[src/rtl/spi_wb_sequencer.sv]
`timescale 1ns/1ps
// Sequences one SPI transfer per command through a Wishbone-attached SPI master core.
// Latency: 4-5 bus cycles plus polls, each bus access followed by one idle cycle.
// Backpressure: cmd_ready low until the previous response is taken; response held until rsp_ready.
module spi_wb_sequencer #(
  parameter int DIV_W     = 16,
  parameter int MAX_POLLS = 1023,
  parameter int SS_NB     = 8
) (
  input  logic             wb_clk_i,
  input  logic             wb_rst_i,
  input  logic             cmd_valid,
  output logic             cmd_ready,
  input  logic [31:0]      cmd_data,
  input  logic [4:0]       cmd_len,
  input  logic [SS_NB-1:0] cmd_ss,
  input  logic [2:0]       cmd_mode,
  input  logic [DIV_W-1:0] cfg_divider,
  output logic             rsp_valid,
  input  logic             rsp_ready,
  output logic [31:0]      rsp_data,
  output logic             rsp_err,
  output logic             m_cyc_o,
  output logic             m_stb_o,
  output logic             m_we_o,
  output logic [4:0]       m_adr_o,
  output logic [31:0]      m_dat_o,
  output logic [3:0]       m_sel_o,
  input  logic [31:0]      m_dat_i,
  input  logic             m_ack_i,
  input  logic             m_err_i
);

  // Poll counter is at least 10 bits but grows if MAX_POLLS needs more.
  localparam int PC_W = ($clog2(MAX_POLLS + 1) > 10) ? $clog2(MAX_POLLS + 1) : 10;

  localparam logic [4:0] ADR_DATA   = 5'h00;
  localparam logic [4:0] ADR_CTRL   = 5'h10;
  localparam logic [4:0] ADR_DIVIDE = 5'h14;
  localparam logic [4:0] ADR_SS     = 5'h18;

  typedef enum logic [2:0] {
    IDLE, WR_DIV, WR_TX, WR_SS, WR_CTRL, POLL, RD_RX, RESP
  } state_t;

  state_t state, state_nxt;
  // 'after' holds the state to enter once the one-cycle bus gap has elapsed.
  state_t after, after_nxt;
  logic   gap, gap_nxt;

  logic [31:0]      data_q;
  logic [4:0]       len_q;
  logic [SS_NB-1:0] ss_q;
  logic [2:0]       mode_q;
  logic [DIV_W-1:0] div_q;
  logic [DIV_W-1:0] last_div;
  logic             div_written;
  logic [PC_W-1:0]  poll_cnt;
  logic [PC_W-1:0]  poll_inc;
  logic             poll_timeout;

  logic bus_state;
  logic bus;
  logic accept;
  logic term_ok;
  logic term_err;
  logic go_bit;
  logic [31:0] ctrl_word;

  assign bus_state = (state != IDLE) && (state != RESP);
  // Terminations are only honoured while a strobe is actually out.
  assign bus       = bus_state && !gap;
  assign term_err  = bus && m_err_i;
  assign term_ok   = bus && m_ack_i && !m_err_i;
  assign go_bit    = m_dat_i[8];

  assign rsp_valid = (state == RESP);
  assign cmd_ready = (state == IDLE) && !rsp_valid && !wb_rst_i;
  assign accept    = cmd_valid && cmd_ready;

  assign poll_inc     = (poll_cnt == {PC_W{1'b1}}) ? poll_cnt : poll_cnt + 1'b1;
  assign poll_timeout = (poll_inc >= PC_W'(MAX_POLLS));

  // CTRL: ASS=1, IE=0, {LSB,TX_NEG,RX_NEG}=mode, GO=1, CHAR_LEN={2'b0,len}.
  assign ctrl_word = {18'b0, 1'b1, 1'b0, mode_q, 1'b1, 1'b0, 2'b00, len_q};

  // Next-state logic: every bus access ends with one gap cycle in the same state.
  always_comb begin
    state_nxt = state;
    after_nxt = after;
    gap_nxt   = 1'b0;
    if (gap) begin
      state_nxt = after;
    end else begin
      case (state)
        IDLE: begin
          if (accept) begin
            state_nxt = (!div_written || (cfg_divider != last_div)) ? WR_DIV : WR_TX;
          end
        end
        RESP: begin
          if (rsp_ready) state_nxt = IDLE;
        end
        default: begin
          if (term_err) begin
            gap_nxt   = 1'b1;
            after_nxt = RESP;
          end else if (term_ok) begin
            gap_nxt = 1'b1;
            case (state)
              WR_DIV:  after_nxt = WR_TX;
              WR_TX:   after_nxt = WR_SS;
              WR_SS:   after_nxt = WR_CTRL;
              WR_CTRL: after_nxt = POLL;
              POLL:    after_nxt = !go_bit ? RD_RX : (poll_timeout ? RESP : POLL);
              default: after_nxt = RESP;
            endcase
          end
        end
      endcase
    end
  end

  // Wishbone request decode; all fields are zero outside an active cycle.
  always_comb begin
    m_cyc_o = bus;
    m_stb_o = bus;
    m_we_o  = 1'b0;
    m_adr_o = 5'h00;
    m_dat_o = 32'h0;
    m_sel_o = 4'h0;
    if (bus) begin
      m_sel_o = 4'hF;
      case (state)
        WR_DIV:  begin m_we_o = 1'b1; m_adr_o = ADR_DIVIDE; m_dat_o = 32'(div_q); end
        WR_TX:   begin m_we_o = 1'b1; m_adr_o = ADR_DATA;   m_dat_o = data_q;     end
        WR_SS:   begin m_we_o = 1'b1; m_adr_o = ADR_SS;     m_dat_o = 32'(ss_q);  end
        WR_CTRL: begin m_we_o = 1'b1; m_adr_o = ADR_CTRL;   m_dat_o = ctrl_word;  end
        POLL:    m_adr_o = ADR_CTRL;
        RD_RX:   m_adr_o = ADR_DATA;
        default: m_sel_o = 4'hF;
      endcase
    end
  end

  // State, command latches, divider tracking, poll counter and response registers.
  always_ff @(posedge wb_clk_i) begin
    if (wb_rst_i) begin
      state       <= IDLE;
      after       <= IDLE;
      gap         <= 1'b0;
      data_q      <= '0;
      len_q       <= '0;
      ss_q        <= '0;
      mode_q      <= '0;
      div_q       <= '0;
      last_div    <= '0;
      div_written <= 1'b0;
      poll_cnt    <= '0;
      rsp_data    <= '0;
      rsp_err     <= 1'b0;
    end else begin
      state <= state_nxt;
      after <= after_nxt;
      gap   <= gap_nxt;
      if (accept) begin
        data_q   <= cmd_data;
        len_q    <= cmd_len;
        ss_q     <= cmd_ss;
        mode_q   <= cmd_mode;
        div_q    <= cfg_divider;
        poll_cnt <= '0;
      end
      if (term_err) begin
        rsp_data <= '0;
        rsp_err  <= 1'b1;
      end else if (term_ok) begin
        case (state)
          WR_DIV: begin
            last_div    <= div_q;
            div_written <= 1'b1;
          end
          POLL: begin
            if (go_bit) begin
              poll_cnt <= poll_inc;
              if (poll_timeout) begin
                rsp_data <= '0;
                rsp_err  <= 1'b1;
              end
            end
          end
          RD_RX: begin
            rsp_data <= m_dat_i;
            rsp_err  <= 1'b0;
          end
          default: ;
        endcase
      end
    end
  end

endmodule

[config.mk]
export PLATFORM = sky130hd
export DESIGN_NAME = spi_wb_sequencer
export DESIGN_NICKNAME = d
export VERILOG_FILES = /design/src/rtl/spi_wb_sequencer.sv
export SDC_FILE = /design/constraint.sdc
export NUM_CORES = 1
export LEC_CHECK = 0
export BUFFER_PORTS_ARGS = -buffer_cell sky130_fd_sc_hd__buf_2
export CORE_MARGIN = 1
export CORE_UTILIZATION = 45
export CTS_CLUSTER_SIZE = 8
export DETAILED_ROUTE_END_ITERATION = 16
export GPL_TIMING_DRIVEN = 1
export PLACE_DENSITY = 0.7
export SKIP_LAST_GASP = 1
export SLEW_MARGIN = 40
export SYNTH_ARGS = -nofsm -noshare
export SYNTH_HDL_FRONTEND = slang
export SYNTH_SLANG_ARGS = --single-unit
[constraint.sdc]
create_clock -name wb_clk_i -period 5 [get_ports wb_clk_i]
set_input_delay 0.5 -clock wb_clk_i [delete_from_list [all_inputs] [get_ports wb_clk_i]]
set_output_delay 0.5 -clock wb_clk_i [all_outputs]
set_load 0.01 [all_outputs]
# After elaboration in Yosys (flattened, before gate mapping)
# Index checks and enable logic that the tools add are counted.
# word_totals
regBits,131
latchBits,0
ram_bits,0
romBits,0
output_inout_bits,79
elab_cells,97
n_memories,0
# op_classes
addsub,1
n_mul,0
div,0
order_cmp,1
eq_ne,16
shifts,0
n_mux,33
n_bitwise,3
reduce_logical,30
# op_table
cell,count
$pmux 32 s4,1
$mux 32,3
$pmux 32 s2,1
$mux 10,6
$ne 16x16->1,1
$mux 3,5
$pmux 3 s5,1
$pmux 5 s3,1
$eq 3x3->1 const B,4
$ne 3x3->1 const B,4
$add 10x1->10 const B,1
$eq 10x10->1 const B,1
$ge 10x10->1 const B,1
$reduce_and 3->1,3
$reduce_bool 3->1,3
$logic_and 1x1->1,8
$mux 1,8
$reduce_and 4->1,2
$reduce_or 4->1,2
$eq 3x2->1 const B,2
$mux 2,3
$pmux 3 s2,1
$reduce_or 2->1,3
$logic_not 1->1,5
10 further kinds,14

# Longest topological paths before layout
# depth
ltp_word,10
depth_mapped,9
depth_no_buf,7

# Least setup slack after synthesis
# OpenSTA, ideal clock, no wires.
# synth_timing
path_type,reg-to-reg
from,register poll_cnt[1]
to,register rsp_data[29]
setup_ps,130
arrival_time_ps,2238
path_slack_ps,2631
path_stages_with_launch,8
path_buffers,1
synth_period_minus_slack_ps,2369
path_cell_list,dfxtp_1 > ha_1 > nand3_2 > nor4_1 > a221oi_1 > nor4_4 > buf_6 > o221ai_2
# synth_via
elab_chain_cells,5
elab_cells_between_ends,6
# synth_rtl
element,line_no,rtl
from (decl),58,logic [PC_W-1:0] poll_cnt;
from (signal assigned),185,poll_cnt <= poll_inc;
$add 10x1->10 / $eq 10x10->1 (equally long branches),81,assign poll_inc = (poll_cnt == {PC_W{1'b1}}) ? poll_cnt : poll_cnt + 1'b1;
$mux 10 (*),81,
$ge 10x10->1 (*),82,assign poll_timeout = (poll_inc >= PC_W'(MAX_POLLS));
$ne 2x2->1 (no source line) (*),n/a,
$reduce_and 4->1 (no source line) (*),n/a,
to (signal assigned),193,rsp_data <= m_dat_i;
to (decl),21,"output logic [31:0] rsp_data,"
# Mark *: on every way between the ends. The rest lies on a longest branch, timed or not.
# A chain may end at the register's enable or synchronous reset.

# Final worst setup path
# layout_timing
from,register state[0]
to,output port m_dat_o[1]
# layout_via
elab_chain_cells,4
elab_cells_between_ends,10
# layout_rtl
element,line_no,rtl
from (decl),46,"state_t state, state_nxt;"
from (signal assigned),163,state <= state_nxt;
branches (longest 3 deep; another with $pmux 32 s4),n/a,
$mux 32 (*),132,if (bus) begin
to (decl),27,"output logic [31:0] m_dat_o,"
# Mark *: on every way between the ends.

==> run summary <==
The run finished with clean final reports. The count of pins over their slew limit is 0, and the initial antenna violation count is 0. The cell with the biggest individual delay on the critical path is sky130_fd_sc_hd__dfxtp_1.

Relative slew slack: 45.8%. The number of port buffers is 178, and the total detailed-routing wirelength is 17.6 mm. The logs give 0 for the number of buffers added to fix hold violations after cts and 4 for the H-tree depth reported by CTS. The number of filler instances in the final layout came out at 1381. Post-layout utilization of the core: 55.3%. The number of inserted diodes is 0, and the standard cell area after detailed placement is 0.00749 mm2. In this run the post-CTS setup repair buffer count came out at 0. For the arrival time of data at the critical path endpoint, the log shows 2.97 ns. Among all flip-flop cells after synthesis, the most frequent one is sky130_fd_sc_hd__dfxtp_1. The HPWL after detailed placement is 11.4 mm, and the average cell area after synthesis is 8.38 um2. In the final layout, the multi-input gates occupy 0.00366 mm2. Terminus of the critical flop-to-flop path: rsp_data[0]$_SDFFE_PP0P_.

Counting cells, the worst reg-to-reg path comes to 6. The die boundary height works out to 124 um. Ranked by total cell area, the synthesized netlist is headed by sky130_fd_sc_hd__dfxtp_1 (39%), sky130_fd_sc_hd__nand3b_1 (14%), sky130_fd_sc_hd__nand2_1 (11%), sky130_fd_sc_hd__o221ai_2 (6.7%), sky130_fd_sc_hd__nor2_1 (2.7%). The total clock sinks was 131; the total buffers and inverters traversed by the critical path was 1. The number of synthesis warnings was 0. TritonCTS built the clock tree. The logs give 1136 for the post-route non-filler standard cell count and 804 for the instance count of the mapped netlist. The run gives 0.0155 mm2 as the die outline area. The startpoint identified for the worst register-to-register timing path is state[0]$_SDFFE_PP0P_. The tools report the final net count as 1042.

In this run, synthesis inferred 0 flip-flops with an integrated enable. The logs give 0.00673 mm2 for the synthesized cell area and 28.9 mm for the first-pass GRT wire length. Walking the worst path, the cells encountered are nor2b_1 > nor2b_1 > a22oi_1 > a21oi_1 > buf_2. The maximum clock path buffer count was 2; the placer's final routability congestion estimate was 0.812.

Once the clock tree was built, the resizer swapped 0 gates to a different size. After detailed routing, the number of remaining DRC violations is 0. The area fraction of the dominant cell type after synthesis came out at 38.9%. After routing the design area is 0.00807 mm2. Setup repair after global routing left no endpoint under its margin. The tools report the number of violations of the max-capacitance limit as 0. STA classifies the critical path endpoint as a primary output. The worst-case hold path end point was data_q[31]$_SDFFE_PP0P_. After synthesis, the share of flip-flops with an asynchronous set or reset is 0%.

The kind of start point of the critical path was a flip-flop. Dividing total power by cell area gives a power density of 352 mW/mm2. The post-detailed-route wirelength per cell was 15.5 um. The placement row count was 44; the data required time of the critical path was 4.50 ns.

Counting tap cells, the placed design contains a total of 1104 instances. The final clock skew is 0.0106 ns. Dividing the detail-routed via count by the number of cells gives 5.47.

Start point of the worst min-delay path: cmd_data[31]. At the pin with the least slew margin, the transition time is 0.814 ns. The worst IR drop on VDD was 0.263 mV. After clock tree synthesis, the clock-pin slew on the worst setup and hold paths is 0.05 ns. After global routing the overflow that remains totals 0. The tree is rooted in a sky130_fd_sc_hd__clkbuf_16. The cell that appears most often on the critical path is sky130_fd_sc_hd__nor2b_1. The clock period could shrink to 3.47 ns. The post-synthesis sequential area ratio is 38.9%, and the aggregate negative setup slack is 0 ns. Registers take 0.00262 mm2. Counting instances, the worst hold path has a depth of 3. The floorplan step defined a core boundary enclosing 0.0146 mm2. The leading area contributor after synthesis was sky130_fd_sc_hd__dfxtp_1. The number of vias in the routed layout is 6210, and the leakage power figure is 3.52 nW. The cell family with the largest share of critical-path delay was simple AND/OR/NAND/NOR gates. After synthesis the netlist holds a flip-flop and latch count of 131. The first detailed-routing pass ran for 5 iterations. The path class of the tightest hold or removal check is input port to flip-flop.

The number of clock buffers added by TritonCTS is 17. Synthesis instantiated 52 different standard cells from the library. The logs give 463 for the initial detailed-routing violation count and 181 for the top-level I/O count. Static timing analysis puts the maximum clock frequency at 288 MHz. The hold violation count in the final report came out at 0.

The initial utilization of the core area, before any placement, comes to 46.2%. The final critical-path share of the clock period was 69.5%. The fraction of layout cells with a size suffix above 1 was 28.0%; the via count of the first global-routing pass was 5744.

The floorplan step set the die width to 124 um. In this run the worst path has a maximum fanout of 17. Compared with the post-synthesis result, the final layout area differs by 19.9%. In the global route stage, overall resource usage came out at 23.0%. The largest single stage delay on the critical path is 0.71 ns. Setup violations remaining at the end of the flow were counted as 0. The logs give 0 for the number of routed nets with antenna violations and 108 for the pin count of the biggest net entering global routing.

The run gives 0.42 ns as the clock latency reported for the late side of the worst-skew pair. Critical path class: flip-flop to primary output. Setup slack on the worst reg-to-reg path comes out at 1.89 ns.
[metal layers]
metal,global-route usage [%],part of all wire [%]
met1,30.7,47
met2,35.8,46
met3,6.70,6.2
met4,6.59,0.98
met5,0,0
[synth_stat cells (all sizes together), types with 3 or more instances]
cell / n
o221ai: 32
mux2i: 6
o21a: 3
a31oi: 3
nor4: 12
nand3b: 128
dfxtp: 131
and3: 21
clkbuf: 45
nor2b: 3
inv: 3
nand2: 208
o21ai: 8
mux2: 3
a22oi: 23
buf: 25
nand2b: 4
dlygate4sd1: 3
nor3: 13
a21oi: 32
and2: 3
xor2: 15
nand3: 7
nor2: 49
a211oi: 6
[logic make-up (layout without fill, tap and decap cells)]
| logic type | count (synthesis) | in the layout | share of synthesized area (%) |
|---|---|---|---|
| multiplexers | 9 | 9 | 1.39 |
| adder cells (fa/ha/maj) | 1 | 1 | 0.186 |
| buffers and inverters | 76 | 223 | 7.17 |
| other | 1 | 2 | 0.0557 |
| XOR/XNOR | 16 | 16 | 2.08 |
| AND/OR/NAND/NOR | 455 | 455 | 35.4 |
| flip-flops | 131 | 131 | 38.9 |
| AO/OA/AOI/OAI | 115 | 115 | 14.8 |
[cell usage in the layout, fill, tap and decap left out, drive strengths merged, types with 6 or more instances in the layout]
master	count
o221ai	32
nand3	7
a22oi	23
buf	188
nor3	13
clkbuf	24
a211oi	6
mux2i	6
xor2	15
a21oi	32
nor2	49
nand2	208
and3	21
nand3b	128
dfxtp	131
o21ai	8
nor4	12
[per-stage QoR]
step / total power [W] / hold slack, ns / setup slack (ns)
floorplan: 0.00153 / 0.440 / 2.63
global placement: 0.00167 / 0.453 / 1.93
detailed placement: 0.00168 / 0.458 / 1.90
CTS: 0.00287 / 0.247 / 1.46
global route: 0.00297 / 0.257 / 1.23
finish: 0.00284 / 0.265 / 1.53
[flip-flops by register name, indices dropped and copies added (netlist names)]
name / flops
last_div: 16
data_q: 32
len_q: 5
gap: 1
div_q: 16
state: 3
rsp_data: 32
mode_q: 3
poll_cnt: 10
ss_q: 8
after: 3
div_written: 1
rsp_err: 1
[where the power goes]
group / total (W) / switching (W) / internal [W]
clock: 0.00118 / 0.000448 / 0.000734
sequential: 0.00120 / 0.0000744 / 0.00113
combinational: 0.000453 / 0.000281 / 0.000172
[area by class of cell]
cell class | count | area share [%]
multi-input cells | 598 | 45.4
flip-flops and latches | 131 | 32.5
well taps | 184 | 2.85
repair buffers | 188 | 12.1
clock inverters | 8 | 0.945
inverters | 3 | 0.139
clock buffers | 24 | 6.09
[how the worst max path moves through the flow]
stage | slack (ns) | startpoint | cells after the start | endpoint
after floorplan | 2.63 | poll_cnt[1]$_SDFF_PP0_ | 7 | rsp_data[29]$_SDFFE_PP0P_
after global placement | 1.93 | state[0]$_SDFFE_PP0P_ | 6 | rsp_data[0]$_SDFFE_PP0P_
final | 1.53 | state[0]$_SDFFE_PP0P_ | 5 | m_dat_o[1]
after detailed placement | 1.90 | state[0]$_SDFFE_PP0P_ | 6 | rsp_data[0]$_SDFFE_PP0P_
after CTS | 1.46 | state[0]$_SDFFE_PP0P_ | 5 | m_dat_o[1]
after global routing | 1.23 | state[0]$_SDFFE_PP0P_ | 5 | m_dat_o[1]
[worst register-to-register path: stages, from the launching register on]
cell and delay [ns]:
sky130_fd_sc_hd__dfxtp_1 0.71, sky130_fd_sc_hd__nor2b_1 0.57, sky130_fd_sc_hd__nand2_1 0.15, sky130_fd_sc_hd__or4_4 0.57
sky130_fd_sc_hd__nor4_4 0.25, sky130_fd_sc_hd__buf_4 0.49, sky130_fd_sc_hd__o221ai_1 0.23
Note: power is estimated with default switching activity, not from simulation.
